<file path="config.mk">
export PLATFORM = sky130hd
export DESIGN_NAME = dmi_arbiter
export DESIGN_NICKNAME = d
export VERILOG_FILES = /design/src/rtl/dm.sv /design/src/rtl/dmi_arbiter.sv
export SDC_FILE = /design/constraint.sdc
export NUM_CORES = 1
export LEC_CHECK = 0
export ABC_AREA = 1
export BUFFER_PORTS_ARGS = -buffer_cell sky130_fd_sc_hd__clkbuf_2
export CAP_MARGIN = 10
export CORE_MARGIN = 3
export CORE_UTILIZATION = 30
export CTS_BUF_LIST = sky130_fd_sc_hd__clkbuf_8
export DETAILED_ROUTE_END_ITERATION = 16
export GPL_TIMING_DRIVEN = 0
export PLACE_DENSITY = 0.68
export SLEW_MARGIN = 20
export SYNTH_ARGS = -nofsm -noshare
export SYNTH_HDL_FRONTEND = slang
export SYNTH_SLANG_ARGS = --single-unit
</file>
<file path="constraint.sdc">
create_clock -name clk_i -period 2.7 [get_ports clk_i]
set_clock_uncertainty 0.2 [all_clocks]
set_input_delay 0.675 -clock clk_i [delete_from_list [all_inputs] [get_ports clk_i]]
set_output_delay 0.675 -clock clk_i [all_outputs]
set_load 0.02 [all_outputs]
</file>
<file path="src/rtl/dm.sv">
// Debug module interface payload types shared by the DMI arbiter and its clients.
package dm;

   typedef struct packed {
      logic [6:0]  addr;
      logic [31:0] data;
      logic [1:0]  op;
   } dmi_req_t;

   typedef struct packed {
      logic [31:0] data;
      logic [1:0]  resp;
   } dmi_resp_t;

endpackage

</file>
<file path="src/rtl/dmi_arbiter.sv">
// Two-master DMI arbiter: JTAG DTM (master 0) and host bridge (master 1) share one
// debug module port with a single outstanding transaction and a response timeout.
module dmi_arbiter
   import dm::*;
#(
   parameter int unsigned TimeoutCycles = 1024
) (
   input  logic            clk_i,
   input  logic            rst_i,
   input  dmi_req_t  [1:0] m_req_i,
   input  logic      [1:0] m_req_valid_i,
   output logic      [1:0] m_req_ready_o,
   output dmi_resp_t       m_resp_o,
   output logic      [1:0] m_resp_valid_o,
   input  logic      [1:0] m_resp_ready_i,
   output dmi_req_t        dmi_req_o,
   output logic            dmi_req_valid_o,
   input  logic            dmi_req_ready_i,
   input  dmi_resp_t       dmi_resp_i,
   input  logic            dmi_resp_valid_i,
   output logic            dmi_resp_ready_o,
   output logic            busy_o,
   output logic            timeout_o
);

   localparam int unsigned TimerW    = (TimeoutCycles > 2) ? $clog2(TimeoutCycles) : 1;
   localparam bit          TimeoutEn = (TimeoutCycles != 0);
   localparam logic [TimerW-1:0] TimerMax =
      TimeoutEn ? TimerW'(TimeoutCycles - 1) : {TimerW{1'b1}};

   typedef enum logic [1:0] {
      IDLE    = 2'd0,
      REQ     = 2'd1,
      WAIT    = 2'd2,
      DELIVER = 2'd3
   } state_e;

   state_e            state_q, state_d;
   dmi_req_t          req_q, req_d;
   dmi_resp_t         resp_q, resp_d;
   logic              grant_q, grant_d;
   logic              last_grant_q, last_grant_d;
   logic              drop_pending_q, drop_pending_d;
   logic [TimerW-1:0] timer_q, timer_d;
   logic              grant_c;
   logic              resp_acc_c;

   // State and datapath registers with synchronous reset.
   always_ff @(posedge clk_i) begin
      if (rst_i) begin
         state_q        <= IDLE;
         req_q          <= '0;
         resp_q         <= '0;
         grant_q        <= 1'b0;
         last_grant_q   <= 1'b1;
         drop_pending_q <= 1'b0;
         timer_q        <= '0;
      end else begin
         state_q        <= state_d;
         req_q          <= req_d;
         resp_q         <= resp_d;
         grant_q        <= grant_d;
         last_grant_q   <= last_grant_d;
         drop_pending_q <= drop_pending_d;
         timer_q        <= timer_d;
      end
   end

   // Next-state, arbitration, timeout and handshake outputs.
   always_comb begin
      state_d          = state_q;
      req_d            = req_q;
      resp_d           = resp_q;
      grant_d          = grant_q;
      last_grant_d     = last_grant_q;
      drop_pending_d   = drop_pending_q;
      timer_d          = timer_q;
      grant_c          = 1'b0;
      m_req_ready_o    = 2'b00;
      m_resp_valid_o   = 2'b00;
      dmi_req_valid_o  = 1'b0;
      timeout_o        = 1'b0;
      dmi_req_o        = req_q;
      m_resp_o         = resp_q;
      busy_o           = (state_q != IDLE);
      dmi_resp_ready_o = (state_q != DELIVER);
      resp_acc_c       = dmi_resp_valid_i && dmi_resp_ready_o;

      // A response owed to a timed-out request is swallowed wherever it lands.
      if (resp_acc_c && drop_pending_q) begin
         drop_pending_d = 1'b0;
      end

      case (state_q)
         IDLE: begin
            if (!rst_i && (m_req_valid_i != 2'b00)) begin
               grant_c       = (m_req_valid_i == 2'b11) ? ~last_grant_q : m_req_valid_i[1];
               m_req_ready_o = grant_c ? 2'b10 : 2'b01;
               req_d         = m_req_i[grant_c];
               grant_d       = grant_c;
               state_d       = REQ;
            end
         end
         REQ: begin
            dmi_req_valid_o = 1'b1;
            if (dmi_req_ready_i) begin
               timer_d = '0;
               state_d = WAIT;
            end
         end
         WAIT: begin
            if (resp_acc_c && drop_pending_q) begin
               timer_d = timer_q;
            end else if (resp_acc_c) begin
               resp_d  = dmi_resp_i;
               state_d = DELIVER;
            end else if (TimeoutEn && (timer_q == TimerMax)) begin
               resp_d         = '{data: 32'h0, resp: 2'h2};
               drop_pending_d = 1'b1;
               timeout_o      = 1'b1;
               state_d        = DELIVER;
            end else if (timer_q != TimerMax) begin
               timer_d = timer_q + TimerW'(1);
            end
         end
         DELIVER: begin
            m_resp_valid_o = grant_q ? 2'b10 : 2'b01;
            if (m_resp_ready_i[grant_q]) begin
               last_grant_d = grant_q;
               state_d      = IDLE;
            end
         end
         default: begin
            state_d = IDLE;
         end
      endcase
   end

endmodule

</file>
==> results.cfg <==
[status]
run_status = finished, final reports clean

[timing]
max_clock_freq_mhz = 381
final.hold.worst_slack_ns = 0.284
final_period_minus_worst_setup_slack_ns = 2.62
rsz0062_at_grt = yes
max_slew.worst_pin.slew_ns = 0.700
slew_violations = 0
min_period_over_period = 0.971
hold_viol = 0
max_slew_margin = 0.533
setup_violations = 0
setup_total_negative_slack_ns = 0

[drt]
num_vias = 4397
post_drt_wl_per_cell_um = 14.0
remaining_drc_errors = 0
route.final.wire_length_mm = 13.2
drtPass1Iterations = 4
routed_via_density = 4.66
ant_nets = 0
drt_iter0_drc = 169

[finish]
fill_cells = 1437
post_route_standard_cell_area_excluding_fillers_mm2 = 0.00578
finalNetCount = 890
fraction_of_layout_instances_using_a_drive_strength_above_1 = 0.414
final_design_utilization = 0.426
layout-area-overhead-vs-synth_pct = 35.6

[clock_network]
clock_tree_from_tritoncts = built
buffers_from_clock_root_to_sink_at_most = 2
numClockSinks = 90
clock_transition_at_the_register_clock_pins_on_the_worst_setup_and_hold_paths_after_cts_ns = 0.09
clock-root-buffer = sky130_fd_sc_hd__clkbuf_8
numCtsBuffers = 9
h_tree_lvl_count = 3
worstSkewPairLatency_ns = 0.37

[global_routing]
grt-busiest-layer = met2
globalRouteMet2Util = 0.272
grt_pass1_vias = 4324
groute.layer.met1.usage = 0.196
overflow = 0
grtUsageMet3 = 0.0525
antenna_found_initial = 1
grtUsageTotal = 0.164
grt_pass1_wl_mm = 21.2
grt_start_max_net_pins = 19

[floorplanning]
die-width_um = 125
design.die.area_mm2 = 0.0157
die_h_um = 125
ports = 207
start_util = 0.314
rows = 42
core_area_mm2 = 0.0136

[synthesis]
synth.ff_latch_count = 90
synth_top_area_cell = sky130_fd_sc_hd__dfxtp_1
synth.most_common_cell = sky130_fd_sc_hd__nand2_1
synth.top_cells.by_area = sky130_fd_sc_hd__dfxtp_1 (42%), sky130_fd_sc_hd__nand2_1 (15%), sky130_fd_sc_hd__nand3_2 (7.1%)
synthCells = 539
yosysUniqueCellTypes = 30
syn_nets = 668
post_synth_edffs = 0
syn-cell-area_mm2 = 0.00426
yosys_warnings = 0
syn_avg_cell_area_um2 = 7.90
synth-seq-area-share = 0.423
synthTopCellsByCount = sky130_fd_sc_hd__nand2_1 (169), sky130_fd_sc_hd__dfxtp_1 (90), sky130_fd_sc_hd__nand3_1 (55)
post-synth-top-area-fraction = 0.423
ys_async_sr_fraction = 0
yosys_most_used_dff = sky130_fd_sc_hd__dfxtp_1

[worst_setup_path]
crit_path_start_kind = primary input
path_max_fanout = 10
critical_path_arrival_ns = 1.75
critical_path.endpoint_type = output pin
crit_type = primary input to output pin
rrSetupSlack_ns = 0.49
critical_path_required_ns = 1.82

[place]
placement.cell_area_mm2 = 0.00551
finalWeightedCongestion = 0.828
io_buffers = 206
detailedPlacementHpwl_mm = 9.99

[flow_run]
drv_cap = 0

[min_path]
hp-class = register to register

[pwr]
leakage_nw = 2.41
irDropWorstVdd_mv = 0.422
total_power_mw = 3.98
power_per_cell_area_mw_per_mm2 = 688
final timing paths:
path                                  startpoint  cells past startpoint                to
worst max-delay path            m_req_valid_i[1]                      7  m_req_ready_o[1]
worst min-delay path                 m_resp_o[5]                      2       m_resp_o[5]
worst min register to register       m_resp_o[5]                      2       m_resp_o[5]
worst max register to register        state_q[0]                      8      m_resp_o[15]
sequential cells by signal, indices dropped and copies added (netlist names):
register        flops
dmi_req_o          41
drop_pending_q      1
grant_q             1
last_grant_q        1
m_resp_o           34
state_q             2
timer_q            10
cells by family after synthesis:
group                    count (synthesis)  share of synthesized area
AND/OR/NAND/NOR                        289                      0.336
AO/OA/AOI/OAI                           93                      0.151
flip-flops                              90                      0.423
buffers and inverters                   61                     0.0729
adder cells (fa/ha/maj)                  5                     0.0147
XOR/XNOR                                 1                    0.00206
power breakdown:
group          switching (mW)  internal, mW  total (mW)  leakage [nW]
Sequential              0.103          1.49        1.59         0.731
Clock                   0.511         0.455       0.966         0.104
Combinational           0.929         0.490        1.42          1.58
Total                    1.54          2.43        3.98          2.41
layout by cell type, fill, tap and decap left out, types with 3 or more instances in the layout:
cell type,count
sky130_fd_sc_hd__clkbuf_2,206
sky130_fd_sc_hd__nand2_1,169
sky130_fd_sc_hd__dfxtp_1,89
sky130_fd_sc_hd__nand3_1,55
sky130_fd_sc_hd__a31oi_1,41
sky130_fd_sc_hd__nand3_2,30
sky130_fd_sc_hd__a21oi_2,29
sky130_fd_sc_hd__inv_1,26
sky130_fd_sc_hd__clkbuf_1,18
sky130_fd_sc_hd__nor2_1,17
sky130_fd_sc_hd__a21oi_1,15
sky130_fd_sc_hd__buf_4,10
sky130_fd_sc_hd__clkbuf_8,10
sky130_fd_sc_hd__buf_2,7
sky130_fd_sc_hd__nor2_4,4
sky130_fd_sc_hd__nand4_1,4
sky130_fd_sc_hd__o21ai_0,4
sky130_fd_sc_hd__buf_12,3
sky130_fd_sc_hd__ha_2,3
sky130_fd_sc_hd__clkinv_4,3
critical path, cell delays in order:
cell	delay [ns]
sky130_fd_sc_hd__clkbuf_2	0.13
sky130_fd_sc_hd__nor2_1	0.06
sky130_fd_sc_hd__nor2_1	0.19
sky130_fd_sc_hd__nand2_4	0.15
sky130_fd_sc_hd__nor2_4	0.15
sky130_fd_sc_hd__clkbuf_4	0.20
sky130_fd_sc_hd__clkbuf_2	0.18
repair_timing:
action | CTS | global route
pin swaps | 2 | 0
endpoints found under the setup margin | 3 | 3
setup buffers | 2 | 4
hold buffers | 0 | 0
resized for setup | 3 | 3
stage by stage:
stage               cells  setup WS, ns
global route          943      -0.00687
floorplan             539         0.321
detailed placement    921        -0.112
CTS                   938       -0.0748
global placement      921        -0.120
finish                943        0.0785
per-layer routing:
layer	vias to the layer above	part of all wire
met5	-	0
met4	0	0.032
met3	26	0.070
met2	160	0.47
met1	1959	0.43
li1	2252	-
area by class of cell:
type                    count  area, um2  area share
diodes                      1       2.50    0.000433
flip-flops and latches     90       1800       0.312
well taps                 176        220      0.0381
repair buffers            212       1080       0.186
plain buffers              35        215      0.0373
inverters                  25       93.8      0.0162
clock inverters             6       67.6      0.0117
clock buffers              10        138      0.0238
multi-input cells         388       2160       0.374
Note: power is estimated with default switching activity, not from simulation.
